File: src/rtl/stdcell_bist_pkg.sv
// Shared types and helpers for the standard-cell BIST controller.
package stdcell_bist_pkg;

    typedef enum logic [1:0] {
        IDLE = 2'd0,
        LOAD = 2'd1,
        RUN  = 2'd2,
        DONE = 2'd3
    } bist_state_t;

    // Feedback taps 8,6,5,4 of the 8-bit pattern LFSR (bits 7,5,4,3).
    localparam logic [7:0]  LFSR_TAPS    = 8'hB8;
    localparam logic [15:0] DEFAULT_POLY = 16'h1021;
    localparam int          MISR_MAX_W   = 32;

    // One MISR step for a w-bit register held right-aligned in a 32-bit word.
    function automatic logic [MISR_MAX_W-1:0] misr_next(
        input logic [MISR_MAX_W-1:0] sig,
        input logic [MISR_MAX_W-1:0] poly,
        input logic                  din,
        input int                    w
    );
        logic [MISR_MAX_W-1:0] mask;
        logic [MISR_MAX_W-1:0] nxt;
        logic                  msb;
        mask = {MISR_MAX_W{1'b1}} >> (MISR_MAX_W - w);
        msb  = |(sig & (MISR_MAX_W'(1) << (w - 1)));
        nxt  = (sig << 1) ^ (msb ? poly : '0) ^ {{(MISR_MAX_W-1){1'b0}}, din};
        return nxt & mask;
    endfunction

endpackage

File: src/rtl/stdcell_bist_misr.sv
// Serial-input MISR that compacts the cell-under-test response stream.
module bist_misr
    import stdcell_bist_pkg::*;
#(
    parameter int            W    = 16,
    parameter logic [W-1:0]  POLY = W'(DEFAULT_POLY)
) (
    input  logic         clk,
    input  logic         rst_n,
    input  logic         clear,
    input  logic         enable,
    input  logic         serial_in,
    output logic [W-1:0] signature
);

    always_ff @(posedge clk or negedge rst_n) begin
        if (!rst_n) begin
            signature <= '0;
        end else if (clear) begin
            signature <= '0;
        end else if (enable) begin
            signature <= W'(misr_next(MISR_MAX_W'(signature), MISR_MAX_W'(POLY), serial_in, W));
        end
    end

endmodule

File: src/rtl/stdcell_bist_ctrl.sv
// BIST controller: LFSR stimulus to one combinational cell, MISR compaction, golden compare.
// Define STDCELL_BIST_EXHAUSTIVE_EN to replace the LFSR with an exhaustive N_IN-bit counter.
module stdcell_bist_ctrl
    import stdcell_bist_pkg::*;
#(
    parameter int                N_IN   = 3,
    parameter int                LFSR_W = 8,
    parameter logic [7:0]        SEED   = 8'h01,
    parameter int                N_PAT  = 255,
    parameter int                MISR_W = 16,
    parameter logic [MISR_W-1:0] POLY   = MISR_W'(DEFAULT_POLY),
    parameter logic [MISR_W-1:0] GOLDEN = '0
) (
    input  logic              clk,
    input  logic              rst_n,
    input  logic              start,
    output logic [N_IN-1:0]   cut_in,
    input  logic              cut_out,
    output logic              busy,
    output logic              done,
    output logic              pass,
    output logic [MISR_W-1:0] signature,
    output bist_state_t       dbg_state
);

`ifdef STDCELL_BIST_EXHAUSTIVE_EN
    localparam int EFF_PAT = 1 << N_IN;
`else
    localparam int EFF_PAT = N_PAT;
`endif
    localparam int                CNT_W    = $clog2(EFF_PAT + 1);
    localparam logic [LFSR_W-1:0] SEED_EFF = (SEED == 8'h00) ? LFSR_W'(1) : LFSR_W'(SEED);

    bist_state_t       state;
    logic [LFSR_W-1:0] pat;
    logic [LFSR_W-1:0] pat_init;
    logic [LFSR_W-1:0] pat_next;
    logic [CNT_W-1:0]  count;
    logic [MISR_W-1:0] sig_next;

`ifdef STDCELL_BIST_EXHAUSTIVE_EN
    assign pat_init = '0;
    assign pat_next = pat + LFSR_W'(1);
`else
    assign pat_init = SEED_EFF;
    assign pat_next = {pat[LFSR_W-2:0], ^(pat & LFSR_W'(LFSR_TAPS))};
`endif

    // Signature the MISR will hold after absorbing the current response.
    assign sig_next  = MISR_W'(misr_next(MISR_MAX_W'(signature), MISR_MAX_W'(POLY), cut_out, MISR_W));
    assign dbg_state = state;

    // start is a single-cycle request; it is accepted only in IDLE/DONE, busy high means it is ignored.
    always_ff @(posedge clk or negedge rst_n) begin
        if (!rst_n) begin
            state  <= IDLE;
            pat    <= '0;
            cut_in <= '0;
            count  <= '0;
            busy   <= 1'b0;
            done   <= 1'b0;
            pass   <= 1'b0;
        end else begin
            case (state)
                IDLE, DONE: begin
                    if (start) begin
                        state <= LOAD;
                        busy  <= 1'b1;
                        done  <= 1'b0;
                        pass  <= 1'b0;
                    end
                end
                LOAD: begin
                    pat    <= pat_init;
                    cut_in <= pat_init[N_IN-1:0];
                    count  <= '0;
                    state  <= RUN;
                end
                RUN: begin
                    pat    <= pat_next;
                    cut_in <= pat_next[N_IN-1:0];
                    count  <= count + CNT_W'(1);
                    if (count == CNT_W'(EFF_PAT - 1)) begin
                        state <= DONE;
                        busy  <= 1'b0;
                        done  <= 1'b1;
                        pass  <= (sig_next == GOLDEN);
                    end
                end
                default: state <= IDLE;
            endcase
        end
    end

    bist_misr #(
        .W    (MISR_W),
        .POLY (POLY)
    ) u_misr (
        .clk       (clk),
        .rst_n     (rst_n),
        .clear     (state == LOAD),
        .enable    (state == RUN),
        .serial_in (cut_out),
        .signature (signature)
    );

endmodule

File: config.mk
export PLATFORM = sky130hd
export DESIGN_NAME = stdcell_bist_ctrl
export DESIGN_NICKNAME = d
export VERILOG_FILES = /design/src/rtl/stdcell_bist_pkg.sv /design/src/rtl/stdcell_bist_misr.sv /design/src/rtl/stdcell_bist_ctrl.sv
export SDC_FILE = /design/constraint.sdc
export NUM_CORES = 1
export LEC_CHECK = 0
export ABC_AREA = 1
export BUFFER_PORTS_ARGS = -buffer_cell sky130_fd_sc_hd__buf_2
export CAP_MARGIN = 20
export CORE_MARGIN = 2
export CORE_UTILIZATION = 55
export CTS_BUF_LIST = sky130_fd_sc_hd__clkbuf_8
export CTS_CLUSTER_DIAMETER = 40
export DETAILED_ROUTE_END_ITERATION = 10
export PLACE_DENSITY = 0.82
export SLEW_MARGIN = 20
export SYNTH_ARGS = -nofsm -noshare
export SYNTH_HDL_FRONTEND = slang
export SYNTH_HIERARCHICAL = 1
export SYNTH_SLANG_ARGS = --single-unit
File: constraint.sdc
create_clock -name clk -period 2 [get_ports clk]
set_input_delay 0.2 -clock clk [delete_from_list [all_inputs] [get_ports clk]]
set_output_delay 0.2 -clock clk [all_outputs]
set_load 0.01 [all_outputs]
# [Word-level counts from Yosys, hierarchy flattened]
# Index checks and enable logic that the tools add are counted.
# W data, S select, Z words.
[op_classes] n_addsub=1 eq_ne=6 muxes=17 bitwise_logic=2 n_reduce_logical=8
[ops] operator="$mux W16" n=2
[ops] operator="$pmux W8 S2" n=2
[ops] operator="$logic_not A16 Y1" n=1
[ops] operator="$xor A16 B1 Y16" n=1
[ops] operator="$xor A16 B16 Y16" n=1
[ops] operator="$mux W13" n=1
[ops] operator="$add A8 B1 Y8 const B" n=1
[ops] operator="$eq A8 B8 Y1 const B" n=1
[ops] operator="$reduce_xor A8 Y1" n=1
[ops] operator="$pmux W1 S2" n=3
[ops] operator="$pmux W2 S3" n=1
[ops] operator="$pmux W3 S2" n=1
[ops] operator="$mux W1" n=5
[ops] operator="$eq A2 B2 Y1 const B" n=2
[ops] operator="$mux W2" n=2
[ops] operator="$ne A2 B2 Y1 const B" n=2
[ops] operator="$reduce_bool A2 Y1" n=2
[ops] operator="$reduce_and A3 Y1" n=1
[ops] operator="$eq A2 B1 Y1 const B" n=1
[ops] operator="$logic_not A2 Y1" n=1
[ops] operator="$reduce_and A2 Y1" n=1
[ops] operator="$reduce_or A2 Y1" n=1
[word_totals] register_bits=40 output_inout_bits=24 wordCells=42

# [Depth between registers and ports, before layout]
# Gate-level depths: netlist of run 1.
[depth] word_depth=6 mapped_depth=10 mapped_depth_nobuf=10

# [Modules after synthesis]
# The synthesis of run 1 kept the hierarchy.
[by_module_without_submodules] module="stdcell_bist_ctrl" n_inst=1 cells_each=153 area_each_um2=1176.1 seq_area_each_um2=525.5
[by_module_without_submodules] module="bist_misr" n_inst=1 cells_each=79 area_each_um2=669.4 seq_area_each_um2=400.4

# [Least setup slack after synthesis of run 1]
# OpenSTA, ideal clock, no wires.
[synth_path] path_kind="register -> register" startpoint="register state[0] (netlist: dbg_state[0])" endpoint="register pass" setup_time_ns=0.113 arrival_ns=1.381 required_time_ns=1.887 setup_slack_ns=0.506 path_stages_with_launch=10 n_path_buf=1 period_less_slack_ns=1.494 cell_sequence="dfrtp_1 -> inv_1 -> ha_1 -> buf_6 -> inv_2 -> or2_4 -> nand2_4 -> nand2_2 -> nand2_1 -> inv_1"
[synth_via] elab_chain_cells=4 word_cells_on_any_way=9 classes_between="4 x eq/ne; 1 x mux; 4 x reduce/logical"
[synth_rtl] item="start: declaration" line_no="stdcell_bist_ctrl.sv:34" source="bist_state_t state;"
[synth_rtl] item="start signal: assignment" line_no="stdcell_bist_ctrl.sv:56" source="state <= IDLE;"
[synth_rtl] item="start signal: assignment" line_no="stdcell_bist_ctrl.sv:67" source="state <= LOAD;"
[synth_rtl] item="start signal: assignment" line_no="stdcell_bist_ctrl.sv:77" source="state <= RUN;"
[synth_rtl] item="$eq A2 B2 Y1 or $logic_not A2 Y1 (tied branches)" line_no="stdcell_bist_ctrl.sv:64" source="case (state)"
[synth_rtl] item="$reduce_or A2 Y1" line_no="stdcell_bist_ctrl.sv:64"
[synth_rtl] item="$ne A2 B2 Y1 (no source line) or $reduce_bool A2 Y1 (tied branches)"
[synth_rtl] item="$reduce_and A3 Y1 (no source line)"
[synth_rtl] item="end signal: assignment" line_no="stdcell_bist_ctrl.sv:87" source="pass <= (sig_next == GOLDEN);"
[synth_rtl] item="end: declaration" line_no="stdcell_bist_ctrl.sv:21" source="output logic pass,"
# Several ways; a longest one is shown, not always the timed one.
# A chain may end at the register's enable or synchronous reset.

# [Final worst setup path of run 1]
# Ends and elaborated chain as after synthesis.

==> results_tabular.tex, run 1 <==
\begin{tabular}{lr}
\hline
Metric & Value \\
\hline
\multicolumn{2}{l}{\textbf{Final layout}} \\
\quad Number of antenna repair diodes & 0 \\
\quad Highest-count cells in the layout ignoring fill and taps & nand2\_1, dfrtp\_1, inv\_1 \\
\quad Most common library cell in the layout ignoring fill and taps & nand2\_1 \\
\quad Post-route insts no fill & 307 \\
\quad Ratio of cells with drive above 1 in the final layout & 0.195 \\
\quad Area Growth Syn to Fin & 13.9\% \\
\quad Number of nets in the layout & 269 \\
\quad Util after Layout & 0.640 \\
\multicolumn{2}{l}{\textbf{Timing}} \\
\quad Post-route worst hold slack & -0.00769 ns \\
\quad Final max-slew violation count & 0 \\
\quad Setup-violating endpoint count in the final report & 0 \\
\quad Setup repair after global routing missed its margin & false \\
\quad Max frequency & 0.581 GHz \\
\quad Slew at the pin with the worst max-slew slack & 0.796 ns \\
\quad Worst-case clock skew & 0.00540 ns \\
\quad Tmin final & 1.72 ns \\
\quad Number of hold-slack violations in the final timing report & 6 \\
\quad Sum of negative setup slack & 0 ns \\
\quad Worst-case headroom to the max-slew limit & 0.469 \\
\quad Ratio of final minimum period to clock period & 0.861 \\
\multicolumn{2}{l}{\textbf{Synth}} \\
\quad Sequential area share after synthesis & 0.502 \\
\quad Mapped Nets & 241 \\
\quad Mean cell area of the mapped netlist & 7.95 sq um \\
\quad Post-synthesis share of cell area spent on full adders, half adders and majority gates & 0.0339 \\
\quad Flip-flop and latch count after synthesis & 37 \\
\quad Synthesized-area fraction occupied by xor and xnor cells & 0.00475 \\
\quad Compound-Gate Fraction of Synth Area & 0.0590 \\
\quad Synthesis Warnings & 6 \\
\quad Largest family of logic cells by synthesized area & simple AND/OR/NAND/NOR gates \\
\quad Mapped cell area & 0.00185 sq mm \\
\quad Simple-gate portion of the synthesized area & 0.305 \\
\quad Distinct cells, synth & 24 \\
\quad Post-synthesis cell count & 232 \\
\quad Share of synthesized area spent on multiplexers & 0 \\
\multicolumn{2}{l}{\textbf{Die}} \\
\quad Core area & 0.00328 sq mm \\
\quad Initial Utilization & 0.562 \\
\quad Count of pins on the block boundary & 28 \\
\quad Die Y & 61.9 um \\
\quad Die Wd & 61.9 um \\
\quad Total Die Area & 0.00383 sq mm \\
\quad FP Rows & 21 \\
\multicolumn{2}{l}{\textbf{Clock tree}} \\
\quad Later-pin clock latency in the skew report & 0.29 ns \\
\quad Clock Pin Slew Worst Setup and Hold Paths & 0.07 ns \\
\quad CTS Root Buffer Type & clkbuf\_8 \\
\quad Bufs on Longest Clock Path & 2 \\
\quad Quantity of gates resized following cts & 0 \\
\quad Clk sinks & 37 \\
\quad Setup repair bufs after CTS & 0 \\
\quad Number of levels in the clock H-tree & 2 \\
\quad CTS tree & built \\
\quad Post-CTS Hold Buffers & 0 \\
\quad Total clock buffers created by CTS & 5 \\
\multicolumn{2}{l}{\textbf{Global route}} \\
\quad Overflow after GRT & 0 \\
\quad Number of antenna violations at the first check in global routing & 0 \\
\quad Maximum number of pins on one net before global-route repair & 38 \\
\quad Global-route wire length before repair & 5.42 mm \\
\quad Total global-route track usage & 0.196 \\
\quad Vias in the first global route & 1,314 \\
\multicolumn{2}{l}{\textbf{Drt}} \\
\quad Iteration-0 DRC count of the detailed router & 57 \\
\quad Avg WL per Cell & 11.0 um \\
\quad Final ANT Viol Nets & 0 \\
\quad Number of design rule violations left after detail routing & 0 \\
\quad Vias & 1,485 \\
\quad Drt via density & 4.84 \\
\quad DRT Pass-1 Iters & 4 \\
\quad Total length of routed wires & 3.37 mm \\
\multicolumn{2}{l}{\textbf{Placed design}} \\
\quad Count of buffers from port buffering & 27 \\
\quad Cell Count Post-Placement & 299 \\
\quad Final weighted congestion in routability-driven placement & 0.874 \\
\quad DPL Wire Length & 2.44 mm \\
\multicolumn{2}{l}{\textbf{Worst hold path}} \\
\quad Min-delay worst type & in2async \\
\multicolumn{2}{l}{\textbf{Power and ir drop}} \\
\quad P\_int & 0.00160 W \\
\quad Share of power burned in combinational logic & 0.394 \\
\quad Maximum VDD drop & 0.685 mV \\
\quad Relative contribution of the clock network to total power & 0.246 \\
\quad Power density relative to cell area & 1260 mW/mm\^{}2 \\
\quad Net switching power & 0.00106 W \\
\quad Sequential fraction of design power & 0.361 \\
\quad Switching portion of total power & 0.398 \\
\quad Overall power after layout & 0.00266 W \\
\quad Leakage power figure & 1.17 nW \\
\multicolumn{2}{l}{\textbf{Job}} \\
\quad Max-cap violations & 0 \\
\multicolumn{2}{l}{\textbf{Worst setup path}} \\
\quad Critical Path Max Stage Delay & 0.46 ns \\
\quad Most frequent cell on the critical path & inv\_1 \\
\quad Critical Path End Type & register \\
\quad Crit-path slowest cell & ha\_1 \\
\quad Critical path class & reg2reg \\
\quad Crit-path cells & inv\_1 > ha\_1 > inv\_2 > or2\_4 > nand2\_4 > nand2\_2 > nand2\_1 > inv\_1 \\
\quad Required time at the endpoint of the critical path & 2.19 ns \\
\quad Max Fanout on Critical Path & 14 \\
\quad Worst reg2reg path depth & 8 \\
\quad Crit path arrival time & 1.91 ns \\
\quad Startpoint types & register \\
\multicolumn{2}{l}{\textbf{Status}} \\
\quad Violated checks & negative hold slack \\
\quad Result of the run & complete, but fails checks \\
\hline
\end{tabular}
-- power by group through the flow --
stage | Sequential, W | Clock (W) | Combinational (W)
after global placement | 0.000965 | 0 | 0.00102
after detailed placement | 0.000967 | 0 | 0.00105
after floorplan | 0.000982 | 0 | 0.000864
after global routing | 0.000971 | 0.000699 | 0.00117
after CTS | 0.000959 | 0.000666 | 0.00105
final | 0.000957 | 0.000652 | 0.00105
-- cell type report --
| cell class | instances | area [sq um] |
|---|---|---|
| fillers | 289 | 1180 |
| flip-flops and latches | 37 | 926 |
| multi-input cells | 157 | 743 |
| repair buffers | 28 | 143 |
| inverters | 31 | 116 |
| clock buffers | 6 | 82.6 |
| well taps | 46 | 57.6 |
| clock inverters | 2 | 33.8 |
-- worst max-delay path: cells and delay by family, from the launching register on --
kind / cells / cell delay, ns
buf+inv: 3 / 0.27
fa+ha+maj: 1 / 0.46
simple gates: 4 / 0.49
flops: 1 / 0.41
-- per-layer routing --
metal,global-route usage,share of wire,vias up
met5,0,0,-
met4,0.0638,0.014,0
met3,0.0621,0.053,6
met2,0.329,0.48,37
met1,0.242,0.45,680
li1,-,-,762
-- through the flow --
step / setup slack [ns] / hold slack (ns) / cell area, sq um
final: 0.278 / -0.00769 / 2100
after CTS: 0.279 / 0.0142 / 2100
after global placement: 0.340 / 0.331 / 1990
after detailed placement: 0.284 / 0.329 / 1990
after global routing: 0.113 / 0.0625 / 2100
after floorplan: 0.506 / -0.0956 / 1850
-- Yosys cell counts --
library cell / instances / share of area
nor2_4: 2 / 0.012
buf_6: 2 / 0.012
nand2_4: 1 / 0.0061
nor3_2: 1 / 0.0054
o22ai_1: 6 / 0.020
xnor2_1: 1 / 0.0047
nand2_1: 88 / 0.18
nand2_2: 5 / 0.017
ha_1: 5 / 0.034
o21ai_0: 5 / 0.014
dfrtp_1: 37 / 0.50
nor2_1: 19 / 0.039
o21ai_1: 4 / 0.011
inv_1: 27 / 0.055
and3_1: 1 / 0.0034
nor2_2: 2 / 0.0068
nand3_1: 7 / 0.019
or2_4: 1 / 0.0047
a31oi_1: 1 / 0.0034
nand4_1: 3 / 0.010
nor3_1: 1 / 0.0027
a21oi_1: 4 / 0.011
buf_4: 5 / 0.020
inv_2: 4 / 0.0081
-- path summary, 6_finish.rpt --
kind,from,end,slack [ns]
setup / recovery,dbg_state[0],pass,0.28
hold / removal,rst_n,u_misr/signature[4],-0.008
setup reg to reg,dbg_state[0],pass,0.28
hold reg to reg,done,done,0.52
max in group asynchronous,rst_n,dbg_state[1],1.50
min in group clk,cut_out,u_misr/signature[0],0.21
-- flip-flops by register name, summed over array words and instances (netlist names) --
register,flops
busy,1
count,8
cut_in,2
dbg_state,2
done,1
pass,1
pat,6
u_misr/signature,16
-- cells by family after synthesis --
kind of cell / Yosys count
AND/OR/NAND/NOR: 131
adder cells (fa/ha/maj): 5
AO/OA/AOI/OAI: 20
buffers and inverters: 38
flip-flops: 37
XOR/XNOR: 1
(Power assumes the default switching activity.)
==> run 2, diff against run 1 <==
Settings changed: PLACE_DENSITY 0.82 to 0.88.
==> results_tabular.tex, run 2 (synthesized netlist as in run 1, its figures left out) <==
\begin{tabular}{lr}
\hline
Metric & Value \\
\hline
\multicolumn{2}{l}{\textbf{Global route}} \\
\quad Maximum number of pins on one net before global-route repair & 38 (unchanged) \\
\quad Total global-route track usage & 0.206 (was 0.196) \\
\quad Overflow after GRT & 0 (unchanged) \\
\quad Global-route wire length before repair & 5.66 mm (was 5.42 mm) \\
\quad Number of antenna violations at the first check in global routing & 0 (unchanged) \\
\quad Vias in the first global route & 1,323 (was 1,314) \\
\multicolumn{2}{l}{\textbf{Power and ir drop}} \\
\quad Maximum VDD drop & 0.689 mV (was 0.685 mV) \\
\quad Leakage power figure & 1.15 nW (was 1.17 nW) \\
\quad Power density relative to cell area & 1190 mW/mm\^{}2 (was 1260 mW/mm\^{}2) \\
\multicolumn{2}{l}{\textbf{Drt}} \\
\quad Drt via density & 4.87 (was 4.84) \\
\quad Final ANT Viol Nets & 0 (unchanged) \\
\quad Vias & 1,481 (was 1,485) \\
\quad DRT Pass-1 Iters & 4 (unchanged) \\
\quad Iteration-0 DRC count of the detailed router & 100 (was 57) \\
\quad Number of design rule violations left after detail routing & 0 (unchanged) \\
\quad Avg WL per Cell & 10.9 um (was 11.0 um) \\
\quad Total length of routed wires & 3.31 mm (was 3.37 mm) \\
\multicolumn{2}{l}{\textbf{Final layout}} \\
\quad Number of flip-flops under the largest register name & 16 (unchanged) \\
\quad Area Growth Syn to Fin & 11.2\% (was 13.9\%) \\
\quad Total of fill cells in the finished design & 301 (was 289) \\
\quad Ratio of cells with drive above 1 in the final layout & 0.190 (was 0.195) \\
\quad Register ranked first by flip-flop count & u\_misr/signature (unchanged) \\
\quad Number of nets in the layout & 268 (was 269) \\
\quad Number of antenna repair diodes & 0 (unchanged) \\
\quad Highest-count cells in the layout ignoring fill and taps & nand2\_1, dfrtp\_1, inv\_1, buf\_2, nor2\_1 (was nand2\_1, dfrtp\_1, inv\_1) \\
\quad Largest regs & u\_misr/signature: 16 flops, count: 8 flops, pat: 6 flops (unchanged) \\
\quad Most common library cell in the layout ignoring fill and taps & nand2\_1 (unchanged) \\
\multicolumn{2}{l}{\textbf{Clock tree}} \\
\quad Number of levels in the clock H-tree & 2 (unchanged) \\
\quad Setup repair bufs after CTS & 0 (unchanged) \\
\quad Quantity of gates resized following cts & 0 (unchanged) \\
\quad Bufs on Longest Clock Path & 2 (unchanged) \\
\quad Clk sinks & 37 (unchanged) \\
\quad Total clock buffers created by CTS & 5 (unchanged) \\
\quad CTS Root Buffer Type & clkbuf\_8 (unchanged) \\
\quad Post-CTS Hold Buffers & 0 (unchanged) \\
\quad Clock Pin Slew Worst Setup and Hold Paths & 0.07 ns (about the same) \\
\quad Later-pin clock latency in the skew report & 0.29 ns (about the same) \\
\quad CTS tree & built (unchanged) \\
\multicolumn{2}{l}{\textbf{Timing}} \\
\quad Number of hold-slack violations in the final timing report & 12 (was 6) \\
\quad Setup repair after global routing missed its margin & false (unchanged) \\
\quad Worst-case clock skew & 0.00750 ns (was 0.00540 ns) \\
\quad Post-route worst hold slack & -0.00977 ns (was -0.00769 ns) \\
\quad Ratio of final minimum period to clock period & 0.859 (was 0.861) \\
\quad Setup-violating endpoint count in the final report & 0 (unchanged) \\
\quad Slew at the pin with the worst max-slew slack & 0.789 ns (was 0.796 ns) \\
\quad Final max-slew violation count & 0 (unchanged) \\
\quad Worst-case headroom to the max-slew limit & 0.474 (was 0.469) \\
\quad Sum of negative setup slack & 0 ns (unchanged) \\
\quad Tmin final & 1.72 ns (about the same) \\
\quad Max frequency & 0.582 GHz (was 0.581 GHz) \\
\multicolumn{2}{l}{\textbf{Die}} \\
\quad Initial Utilization & 0.562 (unchanged) \\
\quad Die Y & 61.9 um (unchanged) \\
\quad Count of pins on the block boundary & 28 (unchanged) \\
\quad Die Wd & 61.9 um (unchanged) \\
\quad Total Die Area & 0.00383 sq mm (unchanged) \\
\quad Core area & 0.00328 sq mm (unchanged) \\
\quad FP Rows & 21 (unchanged) \\
\multicolumn{2}{l}{\textbf{Placed design}} \\
\quad Count of buffers from port buffering & 27 (unchanged) \\
\quad Final weighted congestion in routability-driven placement & 0.893 (was 0.874) \\
\quad DPL Wire Length & 2.42 mm (was 2.44 mm) \\
\multicolumn{2}{l}{\textbf{Worst setup path}} \\
\quad Crit path arrival time & 1.89 ns (was 1.91 ns) \\
\quad Crit-path slowest cell & dfrtp\_1 (was ha\_1) \\
\quad R2r setup slk & 0.28 ns (about the same) \\
\quad Critical path class & reg2reg (unchanged) \\
\quad Crit-path cells & inv\_1 > ha\_1 > inv\_2 > and3\_1 > nand2\_1 > o21ai\_0 > a21oi\_1 (was inv\_1 > ha\_1 > inv\_2 > or2\_4 > nand2\_4 > nand2\_2 > nand2\_1 > inv\_1) \\
\quad Startpoint types & register (unchanged) \\
\quad Required time at the endpoint of the critical path & 2.17 ns (was 2.19 ns) \\
\quad Critical Path Max Stage Delay & 0.42 ns (was 0.46 ns) \\
\quad Max Fanout on Critical Path & 14 (unchanged) \\
\quad Critical Path End Type & register (unchanged) \\
\multicolumn{2}{l}{\textbf{Worst hold path}} \\
\quad Min-delay worst type & in2async (unchanged) \\
\multicolumn{2}{l}{\textbf{Status}} \\
\quad Result of the run & complete, but fails checks (unchanged) \\
\quad Violated checks & negative hold slack (unchanged) \\
\multicolumn{2}{l}{\textbf{Job}} \\
\quad Max-cap violations & 0 (unchanged) \\
\hline
\end{tabular}
## run 2: cell type report
cell class / count / area, sq um / area share
repair buffers: 27 / 135 / 0.0659
well taps: 46 / 57.6 / 0.0280
multi-input cells: 157 / 743 / 0.362
inverters: 31 / 116 / 0.0567
flip-flops and latches: 37 / 926 / 0.451
clock inverters: 1 / 5.00 / 0.00244
clock buffers: 5 / 68.8 / 0.0335
## run 2: critical path, delay by kind of cell (launching register included)
kind | cells | cell delay (ns)
flops | 1 | 0.42
compound gates | 2 | 0.21
buf+inv | 2 | 0.28
fa+ha+maj | 1 | 0.42
simple gates | 2 | 0.27
## run 2: path summary, 6_finish.rpt
path,start,endpoint,cells after the start
worst max-delay path,dbg_state[0],count[4],7
worst min-delay path,rst_n,u_misr/signature[1],1
worst max register to register,dbg_state[0],count[4],7
worst min register to register,busy,busy,2
max in group asynchronous,rst_n,count[5],1
min in group clk,cut_out,u_misr/signature[0],4
## run 2: per-layer routing
| layer | GRT usage | up-vias | wire [um] | part of all wire |
|---|---|---|---|---|
| li1 | - | 759 | - | - |
| met1 | 0.251 | 673 | 1480 | 0.45 |
| met2 | 0.334 | 41 | 1560 | 0.47 |
| met3 | 0.0600 | 8 | 183 | 0.055 |
| met4 | 0.103 | 0 | 82 | 0.025 |
| met5 | 0 | - | 0 | 0 |
## run 2: power breakdown
| group | switching, W | leakage (nW) | internal, W |
|---|---|---|---|
| logic | 0.000700 | 0.606 | 0.000325 |
| registers | 0.0000896 | 0.500 | 0.000864 |
| clock network | 0.000237 | 0.0399 | 0.000229 |
## run 2: per-stage QoR
step	cell area, sq um	utilization	worst slack, ns	std cells	power, W
final	2050	0.625	0.281	304	0.00244
after global routing	2050	0.625	0.0931	304	0.00267
after CTS	2050	0.625	0.277	304	0.00248
after detailed placement	1980	0.602	0.292	298	0.00200
after global placement	1980	0.602	0.349	298	0.00196
after floorplan	1850	-	0.506	232	0.00185
